## src/rtl/regfile_write_arbiter_pkg.sv

```systemverilog
// Shared types and constants for the register-file write arbiter.
// The FSM encoding and the write-enable decode helper live here.
package regfile_write_arbiter_pkg;

  localparam int REG_ADDR_W = 3;
  localparam int NUM_REGS   = 8;

  typedef enum logic {
    ST_IDLE  = 1'b0,
    ST_WRITE = 1'b1
  } state_e;

  typedef logic [REG_ADDR_W-1:0] reg_addr_t;
  typedef logic [NUM_REGS-1:0]   wr_en_t;

  // Register 0 may be hardwired; its write is still granted but does nothing.
  function automatic wr_en_t decode_wr_en(input reg_addr_t addr, input bit zero_writable);
    wr_en_t onehot;
    onehot = wr_en_t'(1) << addr;
    if ((addr == '0) && !zero_writable) begin
      onehot = '0;
    end
    return onehot;
  endfunction

endpackage

```

## src/rtl/regfile_write_arbiter_if.sv

```systemverilog
// Request/grant bus between the writeback requesters and the write arbiter.
// The master side drives requests; the slave side is the arbiter.
interface regfile_write_arbiter_if
  import regfile_write_arbiter_pkg::*;
#(
  parameter int NUM_REQ = 4,
  parameter int DATA_W  = 16
);

  logic                          enable;
  logic [NUM_REQ-1:0]            req;
  logic [REG_ADDR_W*NUM_REQ-1:0] req_addr;
  logic [DATA_W*NUM_REQ-1:0]     req_data;

  logic [NUM_REQ-1:0]            gnt;
  wr_en_t                        wr_en;
  reg_addr_t                     wr_addr;
  logic [DATA_W-1:0]             wr_data;
  logic                          busy;
  logic [15:0]                   write_count;

  modport master (
    output enable, req, req_addr, req_data,
    input  gnt, wr_en, wr_addr, wr_data, busy, write_count
  );

  modport slave (
    input  enable, req, req_addr, req_data,
    output gnt, wr_en, wr_addr, wr_data, busy, write_count
  );

endinterface

```

## src/rtl/regfile_write_arbiter_rr_pick.sv

```systemverilog
// Combinational round-robin picker: first unmasked request at or after
// start_idx, wrapping modulo NUM_REQ.
module regfile_write_arbiter_rr_pick #(
  parameter  int NUM_REQ = 4,
  localparam int IDX_W   = $clog2(NUM_REQ)
) (
  input  logic [NUM_REQ-1:0] req,
  input  logic [NUM_REQ-1:0] mask,
  input  logic [IDX_W-1:0]   start_idx,
  output logic               found,
  output logic [IDX_W-1:0]   winner
);

  logic [NUM_REQ-1:0] eligible;
  logic [IDX_W:0]     pos;

  // One extra bit on pos lets start_idx + i be reduced modulo NUM_REQ
  // even when NUM_REQ is not a power of two.
  always_comb begin
    eligible = req & ~mask;
    found    = 1'b0;
    winner   = '0;
    pos      = '0;
    for (int i = 0; i < NUM_REQ; i++) begin
      pos = {1'b0, start_idx} + (IDX_W+1)'(i);
      if (pos >= (IDX_W+1)'(NUM_REQ)) begin
        pos = pos - (IDX_W+1)'(NUM_REQ);
      end
      if (!found && eligible[pos[IDX_W-1:0]]) begin
        found  = 1'b1;
        winner = pos[IDX_W-1:0];
      end
    end
  end

endmodule

```

## src/rtl/regfile_write_arbiter.sv

```systemverilog
// Round-robin arbiter sharing the single 8-entry register-file write port.
// Every output is registered; a grant is a one-cycle WRITE pulse.
module regfile_write_arbiter
  import regfile_write_arbiter_pkg::*;
#(
  parameter int NUM_REQ           = 4,
  parameter int DATA_W            = 16,
  parameter bit ZERO_REG_WRITABLE = 1'b0
) (
  input  logic                    clk,
  input  logic                    rst_n,
  regfile_write_arbiter_if.slave  bus
);

  localparam int IDX_W = $clog2(NUM_REQ);
  typedef logic [IDX_W-1:0] idx_t;

  state_e              state_q, state_d;
  idx_t                last_q, last_d;
  idx_t                win_q, win_d;
  logic [NUM_REQ-1:0]  gnt_q, gnt_d;
  wr_en_t              wr_en_q, wr_en_d;
  reg_addr_t           wr_addr_q, wr_addr_d;
  logic [DATA_W-1:0]   wr_data_q, wr_data_d;
  logic [15:0]         write_count_q, write_count_d;

  reg_addr_t           addr_arr [NUM_REQ];
  logic [DATA_W-1:0]   data_arr [NUM_REQ];

  idx_t                cur_last;
  idx_t                start_idx;
  logic [NUM_REQ-1:0]  mask;
  logic                found;
  idx_t                pick;
  logic                take;

  for (genvar g = 0; g < NUM_REQ; g++) begin : g_unpack
    assign addr_arr[g] = bus.req_addr[g*REG_ADDR_W +: REG_ADDR_W];
    assign data_arr[g] = bus.req_data[g*DATA_W +: DATA_W];
  end

  // While a grant is in flight its requester may still hold req high, so
  // it is masked and the scan restarts just past it.
  always_comb begin
    cur_last  = (state_q == ST_WRITE) ? win_q : last_q;
    start_idx = (cur_last == idx_t'(NUM_REQ-1)) ? '0 : cur_last + idx_t'(1);
    mask      = (state_q == ST_WRITE) ? (NUM_REQ'(1) << win_q) : '0;
  end

  regfile_write_arbiter_rr_pick #(
    .NUM_REQ (NUM_REQ)
  ) rr_pick (
    .req       (bus.req),
    .mask      (mask),
    .start_idx (start_idx),
    .found     (found),
    .winner    (pick)
  );

  assign take = bus.enable && found;

  // NOTE: non-blocking assignments make every flop sample pre-edge values,
  // so the order of the sequential blocks never matters.
  always_ff @(posedge clk or negedge rst_n) begin
    if (!rst_n) begin
      state_q <= ST_IDLE;
    end else begin
      state_q <= state_d;
    end
  end

  // IDLE and WRITE share one rule: capture a winner if one exists.
  always_comb begin
    state_d = take ? ST_WRITE : ST_IDLE;
  end

  // NOTE: every variable gets a default first so no path infers a latch.
  always_comb begin
    gnt_d         = '0;
    wr_en_d       = '0;
    wr_addr_d     = wr_addr_q;
    wr_data_d     = wr_data_q;
    win_d         = win_q;
    last_d        = last_q;
    write_count_d = write_count_q;

    if (take) begin
      gnt_d     = NUM_REQ'(1) << pick;
      wr_addr_d = addr_arr[pick];
      wr_data_d = data_arr[pick];
      wr_en_d   = decode_wr_en(addr_arr[pick], ZERO_REG_WRITABLE);
      win_d     = pick;
    end

    // The write commits as the WRITE cycle ends; a reset inside it loses it.
    if (state_q == ST_WRITE) begin
      last_d = win_q;
      if (wr_en_q != '0) begin
        write_count_d = write_count_q + 16'd1;
      end
    end
  end

  always_ff @(posedge clk or negedge rst_n) begin
    if (!rst_n) begin
      last_q        <= idx_t'(NUM_REQ-1);
      win_q         <= '0;
      gnt_q         <= '0;
      wr_en_q       <= '0;
      wr_addr_q     <= '0;
      wr_data_q     <= '0;
      write_count_q <= '0;
    end else begin
      last_q        <= last_d;
      win_q         <= win_d;
      gnt_q         <= gnt_d;
      wr_en_q       <= wr_en_d;
      wr_addr_q     <= wr_addr_d;
      wr_data_q     <= wr_data_d;
      write_count_q <= write_count_d;
    end
  end

  assign bus.gnt         = gnt_q;
  assign bus.wr_en       = wr_en_q;
  assign bus.wr_addr     = wr_addr_q;
  assign bus.wr_data     = wr_data_q;
  assign bus.busy        = (state_q == ST_WRITE);
  assign bus.write_count = write_count_q;

endmodule

```

## src/flat_wrapper.sv

```systemverilog
// flat-port wrapper written by rule: the top's interface ports become plain ports
module regfile_write_arbiter_flat import regfile_write_arbiter_pkg::*;
#(
  parameter int NUM_REQ           = 4,
  parameter int DATA_W            = 16,
  parameter bit ZERO_REG_WRITABLE = 1'b0
)
  (clk, rst_n, bus_enable, bus_req, bus_req_addr, bus_req_data, bus_gnt, bus_wr_en, bus_wr_addr, bus_wr_data, bus_busy, bus_write_count);
  regfile_write_arbiter_if #(.NUM_REQ(NUM_REQ), .DATA_W(DATA_W)) bus_i ();
  input  logic clk;
  input  logic rst_n;
  input wire logic [$bits(bus_i.enable)-1:0] bus_enable;
  input wire logic [$bits(bus_i.req)-1:0] bus_req;
  input wire logic [$bits(bus_i.req_addr)-1:0] bus_req_addr;
  input wire logic [$bits(bus_i.req_data)-1:0] bus_req_data;
  output wire logic [$bits(bus_i.gnt)-1:0] bus_gnt;
  output wire logic [$bits(bus_i.wr_en)-1:0] bus_wr_en;
  output wire logic [$bits(bus_i.wr_addr)-1:0] bus_wr_addr;
  output wire logic [$bits(bus_i.wr_data)-1:0] bus_wr_data;
  output wire logic [$bits(bus_i.busy)-1:0] bus_busy;
  output wire logic [$bits(bus_i.write_count)-1:0] bus_write_count;
  assign bus_i.enable = bus_enable;
  assign bus_i.req = bus_req;
  assign bus_i.req_addr = bus_req_addr;
  assign bus_i.req_data = bus_req_data;
  assign bus_gnt = bus_i.gnt;
  assign bus_wr_en = bus_i.wr_en;
  assign bus_wr_addr = bus_i.wr_addr;
  assign bus_wr_data = bus_i.wr_data;
  assign bus_busy = bus_i.busy;
  assign bus_write_count = bus_i.write_count;
  regfile_write_arbiter #(.NUM_REQ(NUM_REQ), .DATA_W(DATA_W), .ZERO_REG_WRITABLE(ZERO_REG_WRITABLE)) u_core (.clk(clk), .rst_n(rst_n), .bus(bus_i));
endmodule
```

## config.mk

```make
export PLATFORM = sky130hd
export DESIGN_NAME = regfile_write_arbiter_flat
export DESIGN_NICKNAME = d
export VERILOG_FILES = /design/src/rtl/regfile_write_arbiter_pkg.sv /design/src/rtl/regfile_write_arbiter_if.sv /design/src/rtl/regfile_write_arbiter_rr_pick.sv /design/src/rtl/regfile_write_arbiter.sv /design/src/flat_wrapper.sv
export SDC_FILE = /design/constraint.sdc
export NUM_CORES = 1
export LEC_CHECK = 0
export ABC_CLOCK_PERIOD_IN_PS = 4300
export CAP_MARGIN = 20
export CELL_PAD_IN_SITES_DETAIL_PLACEMENT = 0
export CELL_PAD_IN_SITES_GLOBAL_PLACEMENT = 1
export CORE_MARGIN = 2
export CORE_UTILIZATION = 35
export CTS_BUF_LIST = sky130_fd_sc_hd__clkbuf_4 sky130_fd_sc_hd__clkbuf_8
export DETAILED_ROUTE_END_ITERATION = 8
export GPL_TIMING_DRIVEN = 0
export PLACE_DENSITY = 0.9
export SYNTH_ARGS = -nofsm -noshare
export SYNTH_HDL_FRONTEND = slang
export SYNTH_HIERARCHICAL = 1
export SYNTH_SLANG_ARGS = --single-unit
```

## constraint.sdc

```tcl
create_clock -name clk -period 4.3 [get_ports clk]
set_input_delay 0.86 -clock clk [delete_from_list [all_inputs] [get_ports clk]]
set_output_delay 0.86 -clock clk [all_outputs]
set_load 0.01 [all_outputs]
```

### Word level (Yosys, flattened, before mapping)

Index checks and enable logic that the tools add are counted.

* register bits: 52
* input bits: 83
* output and inout bits: 48
* logic and storage cells: 76

* add/sub/neg operators: 9
* $lt $le $gt $ge: 9
* equality and inequality tests: 1
* shift-type cells: 3
* multiplexer cells: 33
* bitwise gates (word level): 3
* reductions and logical operators: 10

Operators with widths (count)
* $bmux W16 S2: 1
* $mux W16: 2
* $mux W2: 10
* $add A16 B1 Y16 const B: 1
* $mux W8: 2
* $ge A3 B3 Y1 const B: 4
* $lt A2 B3 Y1 const B: 4
* $mux W1: 9
* $bmux W1 S2: 4
* $mux W4: 2
* $reduce_bool A8 Y1: 1
* $shl A1 B2 Y4 const A: 2
* $shl A1 B3 Y8 const A: 1
* $sub A2 B1 Y2 const B: 4
* $add A2 B2 Y3 const B: 2
* $bmux W3 S2: 1
* $mux W3: 2
* $and A4 B4 Y4: 1
* $logic_and A1 B1 Y1: 4
* $not A4 Y4: 1
* $add A2 B1 Y3 const B: 1
* $ge A2 B3 Y1 const B: 1
* $logic_not A1 Y1: 3
* $logic_not A3 Y1: 1
* other kinds (4): 4

### Longest topological paths before layout

Gate-level depths: netlist (run 1).

* depth after elaboration: 24
* mapped depth: 11
* gate-level depth less buffers: 9

### Modules after synthesis

The synthesis (run 1) kept the hierarchy.

Modules (own cells, without submodules)
* regfile_write_arbiter: times used 1, cells an instance 175, area an instance 2586.2 µm², seq. area each 1278.7 µm²
* regfile_write_arbiter_rr_pick: times used 1, cells an instance 15, area an instance 123.9 µm², seq. area each 0.0 µm²

### Worst setup path before layout (run 1)

Ideal clock, no wire load.

* path type: register -> register
* start point: reg u_core.state_q (netlist: u_core/bus.busy)
* end point: reg u_core.wr_data_q[12] (netlist: u_core/bus.wr_data[12])
* setup time: 0.125 ns
* data arrival time: 2.558 ns
* required time: 4.175 ns
* slack: 1.617 ns
* stages on the path, launching flop included: 11
* buffers on the path: 3
* period minus slack after synthesis: 2.683 ns
* path through: dfrtp_1 buf_4 mux2i_1 xnor2_1 inv_1 o221ai_1 a21oi_1 buf_6 buf_6 mux4_2 mux2_4

* cells in the longest elaborated chain, start to end: 21
* elaborated cells between the ends (all ways): 49
* classes of those cells: add/sub: 8; order compare: 4; eq/ne: 1; mux: 26; bitwise: 3; reduce/logical: 7

RTL lines
* start, declared: line regfile_write_arbiter.sv:18 `state_e state_q, state_d;`
* start signal, assigned: line regfile_write_arbiter.sv:68 `state_q <= state_d;`
* $mux W2 (*): line regfile_write_arbiter.sv:45 `cur_last = (state_q == ST_WRITE) ? win_q : last_q;`
* $add A2 B1 Y2 / $eq A2 B2 Y1 (equally long branches): line regfile_write_arbiter.sv:46 `start_idx = (cur_last == idx_t'(NUM_REQ-1)) ? '0 : cur_last + idx_t'(1);`
* $mux W2 (*): line regfile_write_arbiter.sv:46
* named net u_core.start_idx[0]: line regfile_write_arbiter.sv:31 `idx_t start_idx;`
* branches (longest 13 deep; another with $add A2 B1 Y3)
* $mux W2 (*): line regfile_write_arbiter_rr_pick.sv:29 `if (!found && eligible[pos[IDX_W-1:0]]) begin`
* named net u_core.pick[0]: line regfile_write_arbiter.sv:34 `idx_t pick;`
* $not A2 Y3 (not written as such) (*): line regfile_write_arbiter.sv:90 `wr_data_d = data_arr[pick];`
* $bmux W16 S2 (*): line regfile_write_arbiter.sv:90
* $mux W16 (not written as such) (*) (2 in a row): line regfile_write_arbiter.sv:90
* end signal, assigned: line regfile_write_arbiter.sv:119 `wr_data_q <= wr_data_d;`
* end, declared: line regfile_write_arbiter.sv:24 `logic [DATA_W-1:0] wr_data_q, wr_data_d;`

Mark *: on every way through the listed nets, which the timed path passes. The select of a mux whose other input is x is not followed.
A chain may end at the register's enable or synchronous reset.

### Final worst setup path (run 1)

Same ends and word-level chain as after synthesis.

==> results_dict.tcl, run 1 <==
set metrics [dict create \
    clkLatencyLatePin_ns 0.30 \
    chipHeight_um 92.00 \
    grt_first_pass_wirelength_mm 10.90 \
    route.detailed.drc 0 \
    critical_path_class "reg -> reg" \
    relSlewSlack_pct 64.94 \
    synth_fp_nets 274 \
    ys_seq_elements 51 \
    core-area_um2 7607 \
    hold_buffers 0 \
    cp_slowest_stage_delay_ns 0.49 \
    worst_slack_ns 1.204 \
    viasPerCell 4.914 \
    antenna_left 0 \
    p_leak_uw 0.001788 \
    drv_cap 0 \
    startpoint_type "register" \
    cp_data_required_time_ns 4.49 \
    synth_top_area_cell "dfrtp_1" \
    nFillCells 659 \
    hold_path_class "reg -> reg" \
    power_density_nw_per_um2 636.2 \
    routed_wl_mm 6.809 \
    dieArea_um2 8463 \
    cp.arrival_ns 3.29 \
    start_util_pct 35.62 \
    finalClockSkew_ns 0.008828 \
    netlist_area_um2 2710 \
    antenna_found_initial 0 \
    ir_worst_vdd_v 0.0002592 \
    syn_to_final_growth_pct 57.94 \
    rsz0062_at_grt "false" \
    pre_cts_ws_ns 0.9510 \
    first_pass_iters 5 \
    finalSetupViolations 0 \
    fmax_mhz 323.0 \
    placed_cell_area_um2 4144 \
    report.final.slew_viol_count 0 \
    path_cells "buf_4, mux2i_1, xnor2_1, a311oi_2, a2bb2oi_2, clkbuf_1, mux4_2, mux2_4" \
    clock-sinks 51 \
    route.vias.total 2113 \
    htreeDepth 2 \
    gp_congestion 0.7817 \
    path_max_fanout 10 \
    drtIter0Drc 47 \
    worst_pin_slew_ns 0.5113 \
    grt_pass1_vias 2255 \
    cp-end-kind "register" \
    detail_route.wl_per_cell_um 15.83 \
    ys_types 41 \
    clockBufferDepth 2 \
    fin_tns_setup_ns 0 \
    cts.repair.resized 0 \
    netlist.area_leader.share_pct 45.24 \
    cts.clk_slew.worst_paths_ns 0.10 \
    postCtsSetupBuffers 0 \
    drive_gt1_share_pct 20.73 \
    final_area_um2 4280 \
    hold_viol 0 \
    period_minus_slack_ns 3.096 \
    pin_count 131 \
    overflow 0 \
    fp-row-count 32 \
    syn_avg_cell_area_um2 14.26 \
    yosys_warnings 6 \
    synth_seq_area_share_pct 47.18 \
    min_period_over_period_pct 72.01 \
    synth.area.top_cells "dfrtp_1, mux4_2, mux2_4, xnor2_1, dfstp_2" \
    die_w_um 92.00 \
    place.port_buffers 129 \
    root_buffer "clkbuf_8" \
    num-nets-final 411 \
    grt_max_degree 30 \
    cts_tree "yes" \
    crit_slowest_cell "mux2i_1" \
    status "complete, no violations" \
    grt_usage_pct 16.56 \
    hpwlAfterDp_mm 5.517 \
    power_uw 2723 \
    antenna_cells 0 \
    synth_cells 190 \
    cts_made_buffers 5 \
]
state kept, by name, summed over array words and instances, names as in the netlist:
name / count
u_core/bus.busy: 1
u_core/bus.gnt: 4
u_core/bus.wr_addr: 3
u_core/bus.wr_data: 16
u_core/bus.wr_en: 7
u_core/bus.write_count: 16
u_core/last_q: 2
u_core/win_q: 2
final cells by class:
type,instances,area (µm²),share of cell area [%]
Tap cell,102,127.6,2.982
Clock inverter,2,60.06,1.403
Inverter,5,18.77,0.4385
Timing Repair Buffer,130,1306,30.52
Clock buffer,6,76.32,1.783
Sequential cell,51,1279,29.87
Buffer,9,76.32,1.783
Multi-Input combinational cell,125,1336,31.22
critical path, delay by kind of cell (launching register included):
family	cells	cell delay, ns
AO/OA/AOI/OAI	2	0.62
XOR/XNOR	1	0.22
buffers and inverters	2	0.64
flip-flops	1	0.36
multiplexers	3	1.16
path summary, 6_finish.rpt:
check / startpoint / end / slack [ns] / cells after the start
worst max-delay path: u_core/bus.busy$_DFF_PN0_ / u_core/bus.wr_data[12]$_DFFE_PN0P_ / 1.20 / 8
worst min-delay path: u_core/bus.write_count[15]$_DFFE_PN0P_ / u_core/bus.write_count[15]$_DFFE_PN0P_ / 0.50 / 1
worst max register to register: u_core/bus.busy$_DFF_PN0_ / u_core/bus.wr_data[12]$_DFFE_PN0P_ / 1.20 / 8
worst min register to register: u_core/bus.write_count[15]$_DFFE_PN0P_ / u_core/bus.write_count[15]$_DFFE_PN0P_ / 0.50 / 1
max in group asynchronous: rst_n / u_core/last_q[0]$_DFF_PN1_ / 3.16 / 2
min in group asynchronous: rst_n / u_core/bus.write_count[6]$_DFFE_PN0P_ / 0.54 / 1
cells in the mapped netlist, drive strengths merged:
master / count
dfrtp: 49
mux2: 21
mux4: 19
nand2: 14
xnor2: 12
nor2: 9
buf: 8
and3: 5
inv: 5
nand2b: 5
nand3: 5
nand4: 5
xor2: 4
a21oi: 3
and4: 3
nor3: 3
a211oi: 2
dfstp: 2
nor2b: 2
nor3b: 2
o21bai: 2
o221ai: 2
a2bb2oi: 1
a311oi: 1
and3b: 1
clkbuf: 1
conb: 1
ha: 1
mux2i: 1
nor4: 1
power by group:
group          internal, µW  switching, µW  total [µW]
sequential              658            130         788
combinational           933            609        1540
clock                   239            154         393
total                  1830            893        2720
cell usage in the layout (no fill, tap or decap), types with 5 or more instances in the layout:
cell type,instances
nor2_1,9
clkbuf_8,5
mux2_4,15
xnor2_1,12
nand3_1,5
dfrtp_1,49
clkdlybuf4s50_1,128
and3_1,5
mux4_2,19
nand2_1,14
layer usage:
metal	vias to the layer above	part of all wire, %	wire (µm)	GRT usage [%]
met5	-	0	0	0
met4	0	0.70	48	3.483
met2	93	51	3477	29.11
li1	972	-	-	-
met3	4	9.1	617	5.998
met1	1044	39	2664	19.50
cells by family (layout without fill, tap and decap cells):
logic type               count (synthesis)  count (layout)  synth area share, %
XOR/XNOR                                16              16                5.171
flip-flops                              51              51                47.18
adder cells (fa/ha/maj)                  1               1               0.4616
AO/OA/AOI/OAI                           11              11                4.062
multiplexers                            41              41                26.96
AND/OR/NAND/NOR                         55              55                12.51
buffers and inverters                   14             152                3.508
other                                    1               1               0.1384
through the flow:
| step | std cells | hold slack [ns] | utilization, % |
|---|---|---|---|
| 2_1_floorplan | 190 | 0.5076 | - |
| 3_3_place_gp | 421 | 0.4596 | 54.28 |
| 3_5_place_dp | 422 | 0.4952 | 54.47 |
| 4_1_cts | 430 | 0.5148 | 56.27 |
| 5_1_grt | 430 | 0.5221 | 56.27 |
| 6_report | 430 | 0.4990 | 56.27 |
Note: power is estimated with default switching activity, not from simulation.
==> inputs of run 2 (changes only) <==
--- a/config.mk
+++ b/config.mk
@@ -5,16 +5,16 @@
 export SDC_FILE = /design/constraint.sdc
 export NUM_CORES = 1
 export LEC_CHECK = 0
-export ABC_CLOCK_PERIOD_IN_PS = 4300
+export ABC_CLOCK_PERIOD_IN_PS = 2500
 export CAP_MARGIN = 20
 export CELL_PAD_IN_SITES_DETAIL_PLACEMENT = 0
 export CELL_PAD_IN_SITES_GLOBAL_PLACEMENT = 1
 export CORE_MARGIN = 2
-export CORE_UTILIZATION = 35
+export CORE_UTILIZATION = 29
 export CTS_BUF_LIST = sky130_fd_sc_hd__clkbuf_4 sky130_fd_sc_hd__clkbuf_8
 export DETAILED_ROUTE_END_ITERATION = 8
 export GPL_TIMING_DRIVEN = 0
-export PLACE_DENSITY = 0.9
+export PLACE_DENSITY = 0.8
 export SYNTH_ARGS = -nofsm -noshare
 export SYNTH_HDL_FRONTEND = slang
 export SYNTH_HIERARCHICAL = 1
==> constraint.sdc (replaced) <==
create_clock -name clk -period 2.5 [get_ports clk]
set_input_delay 0.5 -clock clk [delete_from_list [all_inputs] [get_ports clk]]
set_output_delay 0.5 -clock clk [all_outputs]
set_load 0.01 [all_outputs]
==> run 2 against run 1 <==
Net effect:
- the flow now finishes with violations (negative setup slack)
- global-route usage down 1.6 points
- final cell count up 5.3%
- clock-buffer cell count unchanged
==> results_dict.tcl, run 2 (synthesized netlist as in run 1, its figures left out) <==
set metrics [dict create \
    fp-row-count 35 \
    final_common_cell "clkdlybuf4s50_1" \
    min_period_over_period_pct 104.3 \
    clockBufferDepth 2 \
    hold_path_class "in -> async" \
    root_buffer "clkbuf_8" \
    grt_pass1_vias 2453 \
    antenna_found_initial 0 \
    hpwlAfterDp_mm 5.708 \
    reg2reg_depth 9 \
    cts_tree "yes" \
    crit_slowest_cell "mux4_2" \
    dp.cells 431 \
    critical_path_class "reg -> reg" \
    rr_endpoint "u_core/bus.wr_addr[0]$_DFFE_PN0P_" \
    die_w_um 100.7 \
    grt_first_pass_wirelength_mm 11.78 \
    first_pass_iters 4 \
    gp_congestion 0.7647 \
    dieArea_um2 10130 \
    cp_slowest_stage_delay_ns 0.55 \
    status "complete, but fails checks" \
    ir_worst_vdd_v 0.0004702 \
    num-nets-final 425 \
    power_uw 5117 \
    cp.arrival_ns 2.80 \
    rsz0062_at_grt "true" \
    cp_top_family "multiplexers" \
    core-area_um2 9153 \
    crit_buf_inv 3 \
    hold_viol 0 \
    syn_to_final_growth_pct 66.48 \
    failed_checks "negative setup slack" \
    route.detailed.drc 0 \
    hold_buffers 0 \
    power_density_nw_per_um2 1134 \
    drtIter0Drc 53 \
    placed_cell_area_um2 4187 \
    route.vias.total 2167 \
    report.final.slew_viol_count 0 \
    cts_made_buffers 5 \
    p_leak_uw 0.001890 \
    regToRegStartpoint "u_core/bus.busy$_DFF_PN0_" \
    grt_usage_pct 14.92 \
    start_util_pct 29.61 \
    startpoint_type "register" \
    drive_gt1_share_pct 28.36 \
    reg2reg_slack_ns -0.11 \
    clock-sinks 51 \
    overflow 0 \
    nFillCells 829 \
    fmax_mhz 383.7 \
    detail_route.wl_per_cell_um 16.07 \
    chipHeight_um 100.7 \
    antenna_left 0 \
    cts.clk_slew.worst_paths_ns 0.09 \
    final_cell_mix "clkdlybuf4s50_1, dfrtp_1, mux4_2, mux2_4, buf_4" \
    cp_data_required_time_ns 2.69 \
    drv_cap 0 \
    routed_wl_mm 7.279 \
    cp-startpoint "u_core/bus.busy$_DFF_PN0_" \
    fin_tns_setup_ns -1.041 \
    finalClockSkew_ns 0.007349 \
    path_max_fanout 6 \
    cp_num_cells 9 \
    period_minus_slack_ns 2.606 \
    clkLatencyLatePin_ns 0.30 \
    cp-end-kind "register" \
    path_cells "buf_6, mux2_4, xnor2_4, o221ai_2, a21oi_2, buf_6, buf_4, mux4_2, mux2_4" \
    instances_no_fill 453 \
    htreeDepth 2 \
    worst_slack_ns -0.1064 \
    endpoint "u_core/bus.wr_addr[0]$_DFFE_PN0P_" \
    final_area_um2 4512 \
    antenna_cells 0 \
    pin_count 131 \
    place.port_buffers 129 \
    finalSetupViolations 24 \
    viasPerCell 4.784 \
    grt_max_degree 33 \
]
[run 2: cell count changes in the layout (fill, tap and decap cells not counted), moves of 3 or more]
| cell | change |
|---|---|
| buf_4 | +11 |
| mux2_2 | -3 |
| mux2_4 | +3 |
| nor2_1 | -3 |
[run 2: metrics by stage]
step / hold slack (ns) / util, % / worst slack [ns]
after floorplan: 0.2044 / - / -0.03902
after global placement: 0.4586 / 45.58 / -0.6102
after detailed placement: 0.4785 / 45.74 / -0.4734
after CTS: 0.1510 / 49.25 / -0.1330
after global routing: 0.1680 / 49.30 / -0.1786
final: 0.1438 / 49.30 / -0.1064
[run 2: worst min path at each step]
stage / endpoint / cells past startpoint
3_3_place_gp: u_core/bus.write_count[15]$_DFFE_PN0P_ / 1
3_5_place_dp: u_core/bus.write_count[2]$_DFFE_PN0P_ / 1
2_1_floorplan: u_core/bus.busy$_DFF_PN0_ / 0
5_1_grt: u_core/bus.write_count[4]$_DFFE_PN0P_ / 1
4_1_cts: u_core/bus.write_count[4]$_DFFE_PN0P_ / 1
6_report: u_core/bus.write_count[4]$_DFFE_PN0P_ / 1
[run 2: final cells by class]
cell class | instances | area, µm² | share of cell area [%]
inverters | 5 | 18.77 | 0.4160
well taps | 111 | 138.9 | 3.078
repair buffers | 144 | 1431 | 31.72
clock inverters | 2 | 16.27 | 0.3605
multi-input cells | 125 | 1446 | 32.06
flip-flops and latches | 51 | 1279 | 28.34
plain buffers | 9 | 98.84 | 2.191
clock buffers | 6 | 82.58 | 1.830
[run 2: power breakdown]
| part | total (µW) | internal [µW] | switching, µW |
|---|---|---|---|
| Clock | 506 | 226 | 280 |
| Sequential | 1360 | 1130 | 230 |
| Combinational | 3250 | 2010 | 1240 |
[run 2: timing repair]
| item | 4_1_cts | 5_1_grt |
|---|---|---|
| buffers inserted | 12 | 2 |
| setup endpoints to repair | 26 | 27 |
| gates resized for setup | 21 | 5 |
| pin swaps | 6 | 3 |
| gates cloned | 1 | 0 |
[run 2: routing by layer]
layer / share of wire (%) / vias up / track usage [%]
met3: 8.5 / 10 / 5.132
met2: 52 / 97 / 26.56
met4: 1.1 / 0 / 4.004
met5: 0 / - / 0
met1: 38 / 1064 / 16.98
li1: - / 996 / -
